**src/rtl/fifo_pkg.sv**
```systemverilog
// Shared helpers for the dual-clock FIFO pointer blocks: pointer-width rule
// and width-agnostic binary/Gray conversions.
package fifo_pkg;

  // Pointers carry one bit beyond the address so full and empty differ.
  localparam int PTR_EXTRA_BITS = 1;

  // Widest pointer the conversion helpers handle; callers zero-extend.
  localparam int GRAY_MAX_W = 32;

  function automatic int ptr_w(input int addr_w);
    return addr_w + PTR_EXTRA_BITS;
  endfunction

  function automatic logic [GRAY_MAX_W-1:0] bin2gray(input logic [GRAY_MAX_W-1:0] b);
    logic [GRAY_MAX_W-1:0] g;
    g[GRAY_MAX_W-1] = b[GRAY_MAX_W-1];
    for (int i = 0; i < GRAY_MAX_W-1; i++)
      g[i] = b[i] ^ b[i+1];
    return g;
  endfunction

  // Zero-extended upper bits stay zero, so any width up to GRAY_MAX_W works.
  function automatic logic [GRAY_MAX_W-1:0] gray2bin(input logic [GRAY_MAX_W-1:0] g);
    logic [GRAY_MAX_W-1:0] b;
    b[GRAY_MAX_W-1] = g[GRAY_MAX_W-1];
    for (int i = GRAY_MAX_W-2; i >= 0; i--)
      b[i] = b[i+1] ^ g[i];
    return b;
  endfunction

endpackage

```
**src/rtl/wr_ptr_full_if.sv**
```systemverilog
// Write-side bundle between the producer and the FIFO write pointer block.
interface wr_ptr_full_if #(
  parameter int ADDR_W = 4
) ();

  logic              i_wrEn;
  logic [ADDR_W:0]   i_syncRdPtrGray;
  logic              i_clrErr;
  logic              o_wrAccept;
  logic [ADDR_W-1:0] o_wrAddr;
  logic [ADDR_W:0]   o_wrPtrGray;
  logic              o_full;
  logic              o_almostFull;
  logic              o_overflow;

  modport master (
    output i_wrEn, i_syncRdPtrGray, i_clrErr,
    input  o_wrAccept, o_wrAddr, o_wrPtrGray, o_full, o_almostFull, o_overflow
  );

  modport slave (
    input  i_wrEn, i_syncRdPtrGray, i_clrErr,
    output o_wrAccept, o_wrAddr, o_wrPtrGray, o_full, o_almostFull, o_overflow
  );

endinterface

```
**src/rtl/gray_cnt.sv**
```systemverilog
// Binary + Gray registered pointer with increment enable; shared by the
// write and read pointer blocks.
module gray_cnt
  import fifo_pkg::*;
#(
  parameter int W = 5
) (
  input  logic         clk_i,
  input  logic         rst_i,
  input  logic         inc_i,
  output logic [W-2:0] addr_o,
  output logic [W-1:0] gray_o,
  output logic [W-1:0] bin_next_o,
  output logic [W-1:0] gray_next_o
);

  logic [W-1:0] bin_q, bin_d;
  logic [W-1:0] gray_q, gray_d;

  always_comb begin
    bin_d  = bin_q + W'(inc_i);
    gray_d = W'(bin2gray(GRAY_MAX_W'(bin_d)));
  end

  // Gray is registered straight from the next-state value so the output
  // flop has no logic behind it for the crossing.
  always_ff @(posedge clk_i or posedge rst_i) begin
    if (rst_i) begin
      bin_q  <= '0;
      gray_q <= '0;
    end else begin
      bin_q  <= bin_d;
      gray_q <= gray_d;
    end
  end

  assign addr_o      = bin_q[W-2:0];
  assign gray_o      = gray_q;
  assign bin_next_o  = bin_d;
  assign gray_next_o = gray_d;

endmodule

```
**src/rtl/wr_ptr_full.sv**
```systemverilog
// Write-domain pointer and status generator for the dual-clock FIFO:
// RAM write address/enable, Gray pointer for sync, full/almost-full/overflow.
module wr_ptr_full
  import fifo_pkg::*;
#(
  parameter int ADDR_W         = 4,
  parameter int ALMOST_FULL_TH = 12
) (
  input  logic         i_clk,
  input  logic         i_rst,
  wr_ptr_full_if.slave bus
);

  localparam int PTR_W = ptr_w(ADDR_W);

  // Full when the write Gray equals the read Gray with its top two bits flipped.
  localparam logic [PTR_W-1:0] FULL_MASK = PTR_W'(3) << (ADDR_W-1);
  localparam logic [PTR_W-1:0] AF_TH     = PTR_W'(ALMOST_FULL_TH);

  logic              wrAccept;
  logic [ADDR_W-1:0] wrAddr;
  logic [PTR_W-1:0]  wrGray_q;
  logic [PTR_W-1:0]  wrBinNext;
  logic [PTR_W-1:0]  wrGrayNext;
  logic [PTR_W-1:0]  rdBin;
  logic [PTR_W-1:0]  level;

  logic full_q, full_d;
  logic almostFull_q, almostFull_d;
  logic overflow_q, overflow_d;

  // Reset gating keeps the RAM write enable quiet while the pointer is held.
  assign wrAccept = bus.i_wrEn & ~full_q & ~i_rst;

  gray_cnt #(.W(PTR_W)) u_wr_cnt (
    .clk_i       (i_clk),
    .rst_i       (i_rst),
    .inc_i       (wrAccept),
    .addr_o      (wrAddr),
    .gray_o      (wrGray_q),
    .bin_next_o  (wrBinNext),
    .gray_next_o (wrGrayNext)
  );

  always_comb begin
    rdBin        = PTR_W'(gray2bin(GRAY_MAX_W'(bus.i_syncRdPtrGray)));
    level        = wrBinNext - rdBin;
    full_d       = (wrGrayNext == (bus.i_syncRdPtrGray ^ FULL_MASK));
    almostFull_d = (level >= AF_TH);
    overflow_d   = (bus.i_wrEn & full_q) | (overflow_q & ~bus.i_clrErr);
  end

  always_ff @(posedge i_clk or posedge i_rst) begin
    if (i_rst) begin
      full_q       <= 1'b0;
      almostFull_q <= 1'b0;
      overflow_q   <= 1'b0;
    end else begin
      full_q       <= full_d;
      almostFull_q <= almostFull_d;
      overflow_q   <= overflow_d;
    end
  end

  assign bus.o_wrAccept   = wrAccept;
  assign bus.o_wrAddr     = wrAddr;
  assign bus.o_wrPtrGray  = wrGray_q;
  assign bus.o_full       = full_q;
  assign bus.o_almostFull = almostFull_q;
  assign bus.o_overflow   = overflow_q;

endmodule

```
**src/flat_wrapper.sv**
```systemverilog
// flat-port wrapper written by rule: the top's interface ports become plain ports
module wr_ptr_full_flat import fifo_pkg::*;
#(
  parameter int ADDR_W         = 4,
  parameter int ALMOST_FULL_TH = 12
)
  (i_clk, i_rst, bus_i_wrEn, bus_i_syncRdPtrGray, bus_i_clrErr, bus_o_wrAccept, bus_o_wrAddr, bus_o_wrPtrGray, bus_o_full, bus_o_almostFull, bus_o_overflow);
  wr_ptr_full_if #(.ADDR_W(ADDR_W)) bus_i ();
  input  logic i_clk;
  input  logic i_rst;
  input wire logic [$bits(bus_i.i_wrEn)-1:0] bus_i_wrEn;
  input wire logic [$bits(bus_i.i_syncRdPtrGray)-1:0] bus_i_syncRdPtrGray;
  input wire logic [$bits(bus_i.i_clrErr)-1:0] bus_i_clrErr;
  output wire logic [$bits(bus_i.o_wrAccept)-1:0] bus_o_wrAccept;
  output wire logic [$bits(bus_i.o_wrAddr)-1:0] bus_o_wrAddr;
  output wire logic [$bits(bus_i.o_wrPtrGray)-1:0] bus_o_wrPtrGray;
  output wire logic [$bits(bus_i.o_full)-1:0] bus_o_full;
  output wire logic [$bits(bus_i.o_almostFull)-1:0] bus_o_almostFull;
  output wire logic [$bits(bus_i.o_overflow)-1:0] bus_o_overflow;
  assign bus_i.i_wrEn = bus_i_wrEn;
  assign bus_i.i_syncRdPtrGray = bus_i_syncRdPtrGray;
  assign bus_i.i_clrErr = bus_i_clrErr;
  assign bus_o_wrAccept = bus_i.o_wrAccept;
  assign bus_o_wrAddr = bus_i.o_wrAddr;
  assign bus_o_wrPtrGray = bus_i.o_wrPtrGray;
  assign bus_o_full = bus_i.o_full;
  assign bus_o_almostFull = bus_i.o_almostFull;
  assign bus_o_overflow = bus_i.o_overflow;
  wr_ptr_full #(.ADDR_W(ADDR_W), .ALMOST_FULL_TH(ALMOST_FULL_TH)) u_core (.i_clk(i_clk), .i_rst(i_rst), .bus(bus_i));
endmodule
```
**config.mk**
```make
export PLATFORM = sky130hd
export DESIGN_NAME = wr_ptr_full_flat
export DESIGN_NICKNAME = d
export VERILOG_FILES = /design/src/rtl/fifo_pkg.sv /design/src/rtl/wr_ptr_full_if.sv /design/src/rtl/gray_cnt.sv /design/src/rtl/wr_ptr_full.sv /design/src/flat_wrapper.sv
export SDC_FILE = /design/constraint.sdc
export NUM_CORES = 1
export LEC_CHECK = 0
export CORE_MARGIN = 2
export CORE_UTILIZATION = 45
export CTS_CLUSTER_SIZE = 12
export DETAILED_ROUTE_END_ITERATION = 10
export MAX_ROUTING_LAYER = met4
export PLACE_DENSITY = 0.8
export SLEW_MARGIN = 20
export SYNTH_ARGS = -nofsm -noshare
export SYNTH_HDL_FRONTEND = slang
export SYNTH_HIERARCHICAL = 1
export SYNTH_SLANG_ARGS = --single-unit
```
**constraint.sdc**
```tcl
create_clock -name i_clk -period 3.3 [get_ports i_clk]
set_input_delay 0.33 -clock i_clk [delete_from_list [all_inputs] [get_ports i_clk]]
set_output_delay 0.33 -clock i_clk [all_outputs]
set_load 0.02 [all_outputs]
```
# Word-level counts from Yosys, hierarchy flattened
# Index checks and enable logic that the tools add are counted.
# Widths: inputs -> output; s select.
[word_totals]
ff_bits = 13
output_inout_bits = 13
[op_classes]
n_addsub = 2
order_cmp = 1
eq_ne = 1
n_bitwise = 17
[ops]
columns = ["cell", "n"]
rows = [
  ["$xor 1x1->1", 8],
  ["$add 5x1->5", 1],
  ["$eq 5x5->1", 1],
  ["$ge 5x4->1 const B", 1],
  ["$sub 5x5->5", 1],
  ["$and 1x1->1", 4],
  ["$not 1->1", 3],
  ["$not 2->2", 1],
  ["$or 1x1->1", 1],
]

# Logic depth before layout (Yosys ltp)
[logic_depth]
ltp_word = 6
ltp_mapped = 9
depth_no_buf = 9

# By module
# Netlist, hierarchy kept.
[modules_own_cells]
columns = ["module", "instances", "cells_per_inst", "area_each_um2"]
rows = [
  ["gray_cnt", 1, 29, 381.6],
  ["wr_ptr_full", 1, 40, 376.6],
]

# Least setup slack after synthesis
# Ideal clock, no wire load.
[synth_path]
path_kind = "reg-to-reg"
from = "register u_core.full_q (netlist: u_core/bus.o_full)"
to = "register u_core.almostFull_q (netlist: u_core/bus.o_almostFull)"
t_arrival_ns = 2.770
required_ns = 3.210
slack_ns = 0.440
path_stages_with_launch = 8
synth_period_minus_slack_ns = 2.860
cell_sequence = "dfrtp_1 nor3b_1 ha_1 ha_1 fa_1 nand4bb_1 or3_1 o2111ai_1"
[synth_between]
elab_chain_len = 6
[synth_lines]
columns = ["element", "line", "rtl"]
rows = [
  ["from (decl)", "wr_ptr_full.sv:28", "logic full_q, full_d;"],
  ["from (signal assigned)", "wr_ptr_full.sv:59", "full_q <= full_d;"],
  ["$not 1->1", "wr_ptr_full.sv:33", "assign wrAccept = bus.i_wrEn & ~full_q & ~i_rst;"],
  ["$and 1x1->1 (2 in series)", "wr_ptr_full.sv:33", ""],
  ["named net bus_o_wrAccept", "flat_wrapper.sv:14", "output wire logic [$bits(bus_i.o_wrAccept)-1:0] bus_o_wrAccept;"],
  ["$add 5x1->5", "gray_cnt.sv:21", "bin_d = bin_q + W'(inc_i);"],
  ["named net u_core.wrBinNext[1]", "wr_ptr_full.sv:23", "logic [PTR_W-1:0] wrBinNext;"],
  ["$sub 5x5->5", "wr_ptr_full.sv:47", "level = wrBinNext - rdBin;"],
  ["$ge 5x4->1", "wr_ptr_full.sv:49", "almostFull_d = (level >= AF_TH);"],
  ["named net u_core.almostFull_d", "wr_ptr_full.sv:29", "logic almostFull_q, almostFull_d;"],
  ["to (signal assigned)", "wr_ptr_full.sv:60", "almostFull_q <= almostFull_d;"],
  ["to (decl)", "wr_ptr_full.sv:29", ""],
]
# The timed path passes the listed nets, and every way through them passes these cells.

# Worst setup path in the final report
[layout_path]
from = "input bus_i_syncRdPtrGray[2]"
to = "register u_core.almostFull_q (netlist: u_core/bus.o_almostFull)"
[layout_between]
elab_chain_len = 5
[layout_lines]
columns = ["element", "line", "rtl"]
rows = [
  ["from (decl)", "flat_wrapper.sv:12", "input wire logic [$bits(bus_i.i_syncRdPtrGray)-1:0] bus_i_syncRdPtrGray;"],
  ["$xor 1x1->1 (*)", "fifo_pkg.sv:28", "b[i] = b[i+1] ^ g[i];"],
  ["$xor 1x1->1 (2 in series)", "fifo_pkg.sv:28", ""],
  ["$sub 5x5->5 (*)", "wr_ptr_full.sv:47", ""],
  ["$ge 5x4->1 (*)", "wr_ptr_full.sv:49", ""],
  ["named net u_core.almostFull_d", "wr_ptr_full.sv:29", ""],
]
# The timed path passes the listed nets; every way through them passes the cells marked *.

==> summary.txt <==
Outcome
  • Outcome: finished, final reports clean

Power and ir drop
  • VDD IR max: 457 uV
  • Comb pwr share: 66.2%
  • Internal Pwr Total: 599 uW
  • Sw Share: 43.3%
  • Clock share of power: 8.0%
  • Sequential power share: 25.8%
  • Pleak: 0.000440 uW
  • Pwr dens: 1050 nW/um^2
  • Net Sw Power: 458 uW

Critical path
  • R2R cell count: 7
  • Buffer and inverter count on the worst path: 2
  • Setup crit end kind: register
  • Critical path cell sequence: clkdlybuf4s50_1, xnor3_2, xor2_1, xnor2_1, ha_1, inv_1, fa_1, nand4bb_1, or3_1, o2111ai_1
  • CP Capture Point: u_core/bus.o_almostFull
  • CP max FO: 4
  • CP Depth: 10
  • Worst endpoint data arrival time: 3.13 ns
  • CP max-delay cell: clkdlybuf4s50_1
  • R2r setup slk: 0.73 ns
  • Critical path class: in -> reg
  • Largest delay contributor family on the critical path: XOR/XNOR gates
  • R2r endpoint: u_core/bus.o_almostFull
  • Nature of the critical path startpoint: primary input
  • RR Startpoint: u_core/bus.o_full
  • Worst path required time: 3.46 ns
  • Max incr delay on CP: 0.50 ns
  • Crit path launch: bus_i_syncRdPtrGray[2]

Timing
  • Fin crit period: 2.97 ns
  • WHS: 0.293 ns
  • Setup_tns: 0 ns
  • Unrepaired setup endpoints after global routing: false
  • Crit share post-route: 89.9%
  • Fin. max-slew vios: 0
  • Final setup fails: 0
  • Slew margin rel.: 76.2%
  • Fmax: 0.337 GHz
  • Final Hold Viols: 0
  • Skew final: 0.00168 ns
  • Setup ws final: 0.332 ns
  • Worst-Margin Slew: 0.356 ns

Place
  • Setup WS pre-CTS: 0.0648 ns
  • Final GP Congestion: 0.732
  • Port bufs: 21
  • Hpwl dp: 1.23 mm

Clocking
  • H-tree levels: 1
  • Clk pin slew, worst setup/hold paths: 0.07 ns
  • Clock latency on the worst-skew pair: 0.26 ns
  • Clk buf depth: 2
  • CTS Hold Buffers Added: 0
  • CTS buffer count: 3
  • # clock sinks: 12
  • CTS tree: yes
  • Post-CTS setup buffers: 0
  • Post_cts resized: 0
  • Clock root cell: clkbuf_4

Logic synthesis
  • YS warnings: 6
  • Top-count cell post-synth: dfrtp_1
  • Post-synth EDFFs: 0
  • Leading area contributor after synthesis: dfrtp_1
  • Cell count after synthesis: 69
  • Most frequent cells after synthesis: 12 x dfrtp_1, 9 x xnor2_1, 9 x xor2_1
  • Post-synthesis instance area: 758 um^2
  • Synth area leaders: dfrtp_1 40%, xnor2_1 10%, xor2_1 10%, ha_1 9.9%, xnor3_2 3.1%
  • Async SR Flop Fraction: 100%
  • Part of the Yosys area used for sequential elements: 39.6%
  • Syn nets: 85
  • FF+latch count, synth: 12
  • Post-synth top flop: dfrtp_1
  • Post-synth top area share: 39.6%
  • Distinct cells, synth: 23
  • Avg Inst Size Synth: 11.0 um^2

GRT
  • Vias in the first global route: 578
  • Global Route Usage Sum: 17.6%
  • Largest net degree at the start of global routing: 10
  • Gr ovfl total: 0
  • First-pass GRT wire length: 2.35 mm
  • Antenna violations before repair: 0

Flow run
  • Max-cap violations: 0

Detailed routing
  • Pre-antenna DRT Iters: 4
  • Vias: 595
  • Iter 0 DRT Violations: 6
  • Number of vias per cell: 5.51
  • Wirelength per Cell: 13.8 um
  • DRT antenna net count: 0
  • Total wire length: 1.49 mm
  • Post-route DRC: 0

Worst hold path
  • Hold Path Class: in -> async

Floorplan
  • IO Pins: 22
  • Starting density of the core: 49.2%
  • Chip height: 45.1 um
  • Die area: 2030 um^2
  • Die width: 45.1 um
  • Row count: 14
  • Core area: 1540 um^2

Cells and area
  • Register area: 300 um^2
  • Multi-input logic area: 428 um^2
  • Fillcell total: 118
  • # diodes: 0
  • Area delta synth->final: 32.3%
  • Share of cells above drive strength 1: 6.52%
  • Nets: 110
-- per-stage QoR --
step                power (uW)  instance area, um^2  utilization, %  instances
global route              1140                 1000            65.1        108
finish                    1060                 1000            65.1        108
global placement           950                  981            63.6        105
floorplan                  745                  758               -         69
CTS                       1070                 1000            65.1        108
detailed placement         974                  981            63.6        105
-- area by class of cell --
| cell class | instances | share of cell area (%) |
|---|---|---|
| repair buffers | 21 | 20.9 |
| well taps | 16 | 2.00 |
| multi-input cells | 50 | 42.6 |
| clock buffers | 3 | 2.24 |
| flip-flops and latches | 12 | 29.9 |
| inverters | 6 | 2.24 |
-- worst min-delay path by stage --
stage / from / end / depth (start not counted)
2_1_floorplan: i_rst / u_core/bus.o_almostFull / 1
3_3_place_gp: u_core/bus.o_full / u_core/bus.o_overflow / 2
3_5_place_dp: u_core/bus.o_full / u_core/bus.o_overflow / 2
4_1_cts: i_rst / u_core/bus.o_overflow / 2
5_1_grt: i_rst / u_core/bus.o_full / 2
6_report: i_rst / u_core/bus.o_almostFull / 2
-- registers in the layout (all words and copies together) (netlist names) --
register                 flops
u_core/bus.o_almostFull      1
u_core/bus.o_overflow        1
u_core/u_wr_cnt/bin_q        5
u_core/bus.o_full            1
u_core/u_wr_cnt/gray_o       4
-- routing by layer --
metal	up-vias	wire (um)	global-route usage, %
met5	-	0	-
met4	0	29	14.1
met3	4	136	5.60
met2	27	775	29.4
met1	286	551	16.2
li1	278	-	-
-- worst reg2reg max path, stage by stage, from the launching register on --
cell and delay, ns:
dfrtp_1 0.39, nor3b_1 0.30, ha_1 0.26, ha_1 0.33, fa_1 0.51, nand4bb_1 0.19
or3_1 0.35, o2111ai_1 0.14
-- cells in the final DEF (no fill, tap or decap), types with 2 or more instances in the layout --
master           Yosys  routed
clkdlybuf4s50_1      0      21
dfrtp_1             12      12
xnor2_1              9       9
xor2_1               9       9
inv_1                6       6
ha_1                 6       6
nand3_1              4       4
clkbuf_4             0       3
nand2_1              3       3
o21ai_0              2       2
nor3b_1              2       2
a21oi_1              2       2
nor2b_1              2       2
-- power groups by stage --
stage	Clock [uW]	Combinational (uW)	Sequential, uW
final	84.6	699	273
after floorplan	0	386	359
after detailed placement	0	697	277
after global routing	94.8	759	281
after CTS	90.2	701	274
after global placement	0	678	272
-- logic make-up (layout without fill, tap and decap cells) --
kind of cell,count (synthesis),count (layout),synth area share (%)
xor+xnor,19,19,23.9
simple gates,17,17,13.4
flops,12,12,39.6
fa+ha+maj,7,7,12.5
compound gates,7,7,6.60
buf+inv,7,30,3.96
Power figures use the tool's default switching activity.
